`src/rtl/rr_hold_arbiter.sv`:
```
// Round-robin arbiter with grant hold, timeout-forced rotation and per-owner lock.
// Latency: grant is registered, appearing one clock after req is sampled; handover has no bubble.
// Backpressure: none; an owner keeps the grant while requesting, up to MAX_HOLD cycles unless locked.
//
// Ports:
//   clk      - clock, all state changes on the rising edge
//   rst_n    - synchronous active-low reset
//   req      - level-sensitive request per requester
//   lock     - lock[i] suppresses the timeout while requester i owns the grant
//   grt      - one-hot grant (registered)
//   id       - {vld, index of grt} (registered), vld = |grt
//   expire   - one-cycle pulse marking a grant that was forcibly rotated
//   hold_cnt - cycles the current owner has held the grant, saturating
module rr_hold_arbiter #(
    parameter int  WIDTH    = 4,
    parameter int  MAX_HOLD = 16,
    localparam int BITW     = $clog2(WIDTH),
    localparam int BITW_H   = (MAX_HOLD > 0) ? $clog2(MAX_HOLD + 1) : 1
) (
    input  logic              clk,
    input  logic              rst_n,
    input  logic [WIDTH-1:0]  req,
    input  logic [WIDTH-1:0]  lock,
    output logic [WIDTH-1:0]  grt,
    output logic [BITW:0]     id,
    output logic              expire,
    output logic [BITW_H-1:0] hold_cnt
);

    // Index width never collapses to zero, even for a single requester.
    localparam int IW = (BITW > 0) ? BITW : 1;

    // With the timeout disabled the counter simply saturates at all-ones.
    localparam logic [BITW_H-1:0] HOLD_SAT =
        (MAX_HOLD > 0) ? BITW_H'(MAX_HOLD) : {BITW_H{1'b1}};
    localparam logic [BITW_H-1:0] TO_THR =
        (MAX_HOLD > 0) ? BITW_H'(MAX_HOLD - 1) : {BITW_H{1'b1}};

    typedef enum logic {
        S_IDLE  = 1'b0,
        S_GRANT = 1'b1
    } state_t;

    state_t          state;
    logic [IW-1:0]   owner;
    logic [IW-1:0]   ptr;

    logic [WIDTH-1:0] cand;
    logic             pick_vld;
    logic [IW-1:0]    pick_idx;
    logic [WIDTH-1:0] pick_oh;
    logic [IW-1:0]    pick_ptr;
    logic [BITW:0]    pick_id;
    logic             drop;
    logic             timeout;

    // ptr always holds (last owner + 1) mod WIDTH, so a single search starting
    // at ptr serves both the idle case and the handover case. While granting,
    // the owner is masked out so a timeout never re-selects it.
    always_comb begin
        pick_vld = 1'b0;
        pick_idx = '0;
        cand     = (state == S_GRANT) ? (req & ~grt) : req;
        for (int i = 0; i < WIDTH; i++) begin
            if (!pick_vld && cand[(int'(ptr) + i) % WIDTH]) begin
                pick_vld = 1'b1;
                pick_idx = IW'((int'(ptr) + i) % WIDTH);
            end
        end
    end

    assign pick_oh  = WIDTH'(1) << pick_idx;
    assign pick_ptr = IW'((int'(pick_idx) + 1) % WIDTH);

    generate
        if (BITW > 0) begin : g_id_wide
            assign pick_id = {1'b1, pick_idx[BITW-1:0]};
        end else begin : g_id_narrow
            assign pick_id = 1'b1;
        end
    endgenerate

    // A drop takes priority over a timeout landing on the same edge.
    assign drop = (state == S_GRANT) && !req[owner];

    // ">=" rather than "==" so a counter saturated under lock or while alone
    // rotates on the first edge after lock falls or a competitor shows up.
    assign timeout = (MAX_HOLD != 0) && (state == S_GRANT) && req[owner]
                     && !lock[owner] && (hold_cnt >= TO_THR)
                     && (|(req & ~grt));

    always_ff @(posedge clk) begin
        if (!rst_n) begin
            state    <= S_IDLE;
            grt      <= '0;
            id       <= '0;
            expire   <= 1'b0;
            hold_cnt <= '0;
            owner    <= '0;
            ptr      <= '0;
        end else begin
            expire <= 1'b0;
            case (state)
                S_IDLE: begin
                    if (pick_vld) begin
                        state    <= S_GRANT;
                        grt      <= pick_oh;
                        id       <= pick_id;
                        owner    <= pick_idx;
                        ptr      <= pick_ptr;
                        hold_cnt <= '0;
                    end else begin
                        grt      <= '0;
                        id       <= '0;
                        hold_cnt <= '0;
                    end
                end
                S_GRANT: begin
                    if (drop) begin
                        if (pick_vld) begin
                            grt      <= pick_oh;
                            id       <= pick_id;
                            owner    <= pick_idx;
                            ptr      <= pick_ptr;
                            hold_cnt <= '0;
                        end else begin
                            state    <= S_IDLE;
                            grt      <= '0;
                            id       <= '0;
                            hold_cnt <= '0;
                        end
                    end else if (timeout) begin
                        grt      <= pick_oh;
                        id       <= pick_id;
                        owner    <= pick_idx;
                        ptr      <= pick_ptr;
                        hold_cnt <= '0;
                        expire   <= 1'b1;
                    end else if (hold_cnt != HOLD_SAT) begin
                        hold_cnt <= hold_cnt + BITW_H'(1);
                    end
                end
                default: begin
                    state <= S_IDLE;
                    grt   <= '0;
                    id    <= '0;
                end
            endcase
        end
    end

endmodule
```
`config.mk`:
```
export PLATFORM = sky130hd
export DESIGN_NAME = rr_hold_arbiter
export DESIGN_NICKNAME = d
export VERILOG_FILES = /design/src/rtl/rr_hold_arbiter.sv
export SDC_FILE = /design/constraint.sdc
export NUM_CORES = 1
export LEC_CHECK = 0
export CORE_MARGIN = 4
export CORE_UTILIZATION = 45
export CTS_CLUSTER_SIZE = 8
export DETAILED_ROUTE_END_ITERATION = 12
export DONT_BUFFER_PORTS = 1
export PLACE_DENSITY = 0.64
export SLEW_MARGIN = 25
export SYNTH_ARGS = -nofsm -noshare
export SYNTH_HDL_FRONTEND = slang
export SYNTH_SLANG_ARGS = --single-unit
```
`constraint.sdc`:
```
create_clock -name clk -period 2.36 [get_ports clk]
set_clock_uncertainty 0.15 [all_clocks]
set_input_delay 0.354 -clock clk [delete_from_list [all_inputs] [get_ports clk]]
set_output_delay 0.354 -clock clk [all_outputs]
set_load 0.03 [all_outputs]
```
==> qor.yml <==
timing:
  max_slew_margin: 0.694
  tightestPinTransition_ps: 455
  final.setup.tns_ps: 0
  drv_slew: 0
  fmax_mhz: 452
  setup_violations: 0
  period_minus_slack_ps: 2210
  hold_viol_final: 0
  timing.final.crit_share: 0.938
  rsz0062_at_grt: "false"
cts:
  cts_made_buffers: 3
  clock_path_buffers: 2
  path_clk_slew_ps: 110
  cts_tree: "built"
  clock_latency_ps: 300
  cts.sinks: 18
  post-cts-setup-buffers: 0
  post_cts_resized: 0
  cts_root_buf: "clkbuf_4"
  h-tree-depth: 1
  hold_buffers: 0
grt:
  grt_usage: 0.152
  grt_pass1_wl_um: 3300
  antenna_found_initial: 0
  grt_overflow: 0
  grt_max_degree: 11
  grt_pass1_vias: 756
floorplanning:
  start_util: 0.493
  fp.dieH_um: 55.0
  die-area_um2: 3030
  core_area_um2: 2020
  die_w_um: 55.0
  fp-row-count: 16
  ios: 23
power_and_ir_drop:
  sw_frac_of_total: 0.366
  powerDensity_nw_per_um2: 772
  combPwrFrac: 0.299
  p_sw_mw: 0.317
  power_leakage_nw: 0.476
  pwr-share-seq: 0.473
  p_int_mw: 0.549
  peakVddDrop_uv: 407
  clock_power_share: 0.228
setup_path:
  cp-end-kind: "register"
  path_class: "reg2reg"
  cp_common_cell: "ha_1"
  crit_slowest_cell: "dfxtp_1"
  rr_worst_depth: 8
  critPathMaxStageDelay_ps: 440
  cp-start-kind: "register"
  crit_end: "ptr[0]"
  r2r_start: "hold_cnt[0]"
  crit_chain: "ha_1 -> and3_1 -> ha_1 -> nor2_1 -> nand2_1 -> a31o_2 -> and2_4 -> o211a_1"
  arrival_ps: 2270
  r2r_setup_slack_ps: 150
  r2r-end: "ptr[0]"
  crit_start: "hold_cnt[0]"
  critPathMaxFanout: 9
  required_ps: 2410
drt:
  drt_iter0_markers: 9
  postRouteAntennaNets: 0
  first_pass_iters: 4
  vias: 823
  drc: 0
  wl_per_cell_um: 14.2
  routed_wl_um: 2110
  via_per_inst: 5.56
cells_and_area:
  final_common_cell: "dfxtp_1"
  post-route-util: 0.555
  layout_common_cells: "18 x dfxtp_1, 13 x nand2_1, 10 x inv_1, 10 x a21oi_1, 9 x buf_4"
  diodes: 0
  area_growth_pct: 12.7
  fin_nets: 139
  drive_above_1_share: 0.198
  fillers: 198
synth:
  synthSimpleGateAreaFrac: 0.206
  syn-cell-area_um2: 996
  ys_ff_latch: 18
  synth_xor_area_frac: 0.0264
  ys_types: 34
  synth_area_per_cell_um2: 9.14
  synth_compound_area_frac: 0.205
  yosysSeqAreaShare: 0.362
  synth_top_family_by_area: "simple AND/OR/NAND/NOR gates"
  synthAdderAreaFrac: 0.0879
  yosysWarnings: 0
  synthMuxAreaShare: 0.0553
  synth_cells: 109
  syn_nets: 126
placement:
  routabilityCongestion: 0.755
  hpwl_um: 1650
  numPortBuffers: 0
hold_path:
  hold_path_class: "in2reg"
  hold_start: "rst_n"
status:
  status: "completed"
job:
  cap_violations: 0
-- state kept, by name, indices dropped and copies added (netlist names) --
| register | flops |
|---|---|
| owner | 2 |
| grt | 4 |
| id | 3 |
| hold_cnt | 5 |
| expire | 1 |
| state | 1 |
| ptr | 2 |
-- cells in the mapped netlist --
| cell | n | area (um^2) |
|---|---|---|
| a211oi_2 | 1 | 12.5 |
| a21bo_2 | 2 | 20.0 |
| a21boi_0 | 2 | 15.0 |
| a21oi_1 | 10 | 50.1 |
| a31o_1 | 1 | 8.76 |
| a31oi_4 | 1 | 21.3 |
| and2_4 | 1 | 8.76 |
| and3_1 | 1 | 6.26 |
| buf_6 | 1 | 11.3 |
| clkinv_1 | 1 | 3.75 |
| clkinv_2 | 1 | 5.00 |
| dfxtp_1 | 18 | 360 |
| ha_1 | 7 | 87.6 |
| inv_1 | 10 | 37.5 |
| mux2i_1 | 1 | 10.0 |
| mux4_2 | 2 | 45.0 |
| nand2_1 | 13 | 48.8 |
| nand2_4 | 1 | 11.3 |
| nand2b_1 | 3 | 18.8 |
| nand3_1 | 6 | 30.0 |
| nand4_1 | 1 | 6.26 |
| nand4b_4 | 1 | 23.8 |
| nor2_1 | 7 | 26.3 |
| nor2b_1 | 1 | 6.26 |
| nor3_1 | 2 | 10.0 |
| nor4b_1 | 1 | 8.76 |
| o2111ai_1 | 1 | 8.76 |
| o211a_1 | 2 | 20.0 |
| o21ai_0 | 2 | 10.0 |
| o21bai_1 | 1 | 7.51 |
| o221ai_1 | 2 | 17.5 |
| o22ai_1 | 2 | 12.5 |
| xnor2_1 | 2 | 17.5 |
| xor2_1 | 1 | 8.76 |
-- worst min-delay path by stage --
stage	end	depth (start not counted)
after floorplan	state	2
after global placement	grt[0]	2
after detailed placement	state	2
after CTS	state	2
after global routing	state	2
final	ptr[0]	1
-- cells by family after synthesis --
group           Yosys count
mux                       3
xor+xnor                  3
simple gates             38
flops                    18
compound gates           27
fa+ha+maj                 7
buf+inv                  13
-- routing by layer --
| metal | up-vias | part of all wire | wire, um | global-route usage |
|---|---|---|---|---|
| met5 | - | 0 | 0 | 0 |
| met4 | 0 | 0.0090 | 19 | 0.0607 |
| met3 | 4 | 0.097 | 205 | 0.0429 |
| met2 | 28 | 0.41 | 853 | 0.236 |
| met1 | 384 | 0.49 | 1030 | 0.199 |
| li1 | 407 | - | - | - |
-- final cells by class --
cell class	instances	area, um^2	share of cell area
inverters	12	46.3	0.0412
clock buffers	4	36.3	0.0323
repair buffers	9	67.6	0.0602
well taps	27	33.8	0.0301
flip-flops and latches	18	360	0.321
multi-input cells	78	578	0.515
-- power by group through the flow --
stage | Clock (mW) | Combinational [mW] | Sequential, mW
floorplan | 0 | 0.188 | 0.428
global placement | 0 | 0.254 | 0.414
detailed placement | 0 | 0.256 | 0.416
CTS | 0.195 | 0.259 | 0.409
global route | 0.209 | 0.286 | 0.416
finish | 0.198 | 0.259 | 0.410
-- critical path, delay by kind of cell (launching register included) --
| kind | cells | cell delay [ps] |
|---|---|---|
| adders and majority gates | 2 | 450 |
| AOI/OAI and AO/OA | 2 | 530 |
| and+or+nand+nor | 4 | 570 |
| DFF | 1 | 440 |
-- per-stage QoR --
stage | cell area [um^2] | std cells | hold WS, ps | setup WS (ps) | power [mW]
after floorplan | 996 | 109 | 316 | 209 | 0.616
after global placement | 1090 | 144 | 325 | 176 | 0.668
after detailed placement | 1090 | 144 | 332 | 130 | 0.672
after CTS | 1120 | 148 | 23.2 | 117 | 0.863
after global routing | 1120 | 148 | 17.8 | 25.0 | 0.911
final | 1120 | 148 | 23.3 | 145 | 0.866
(Power assumes the default switching activity.)
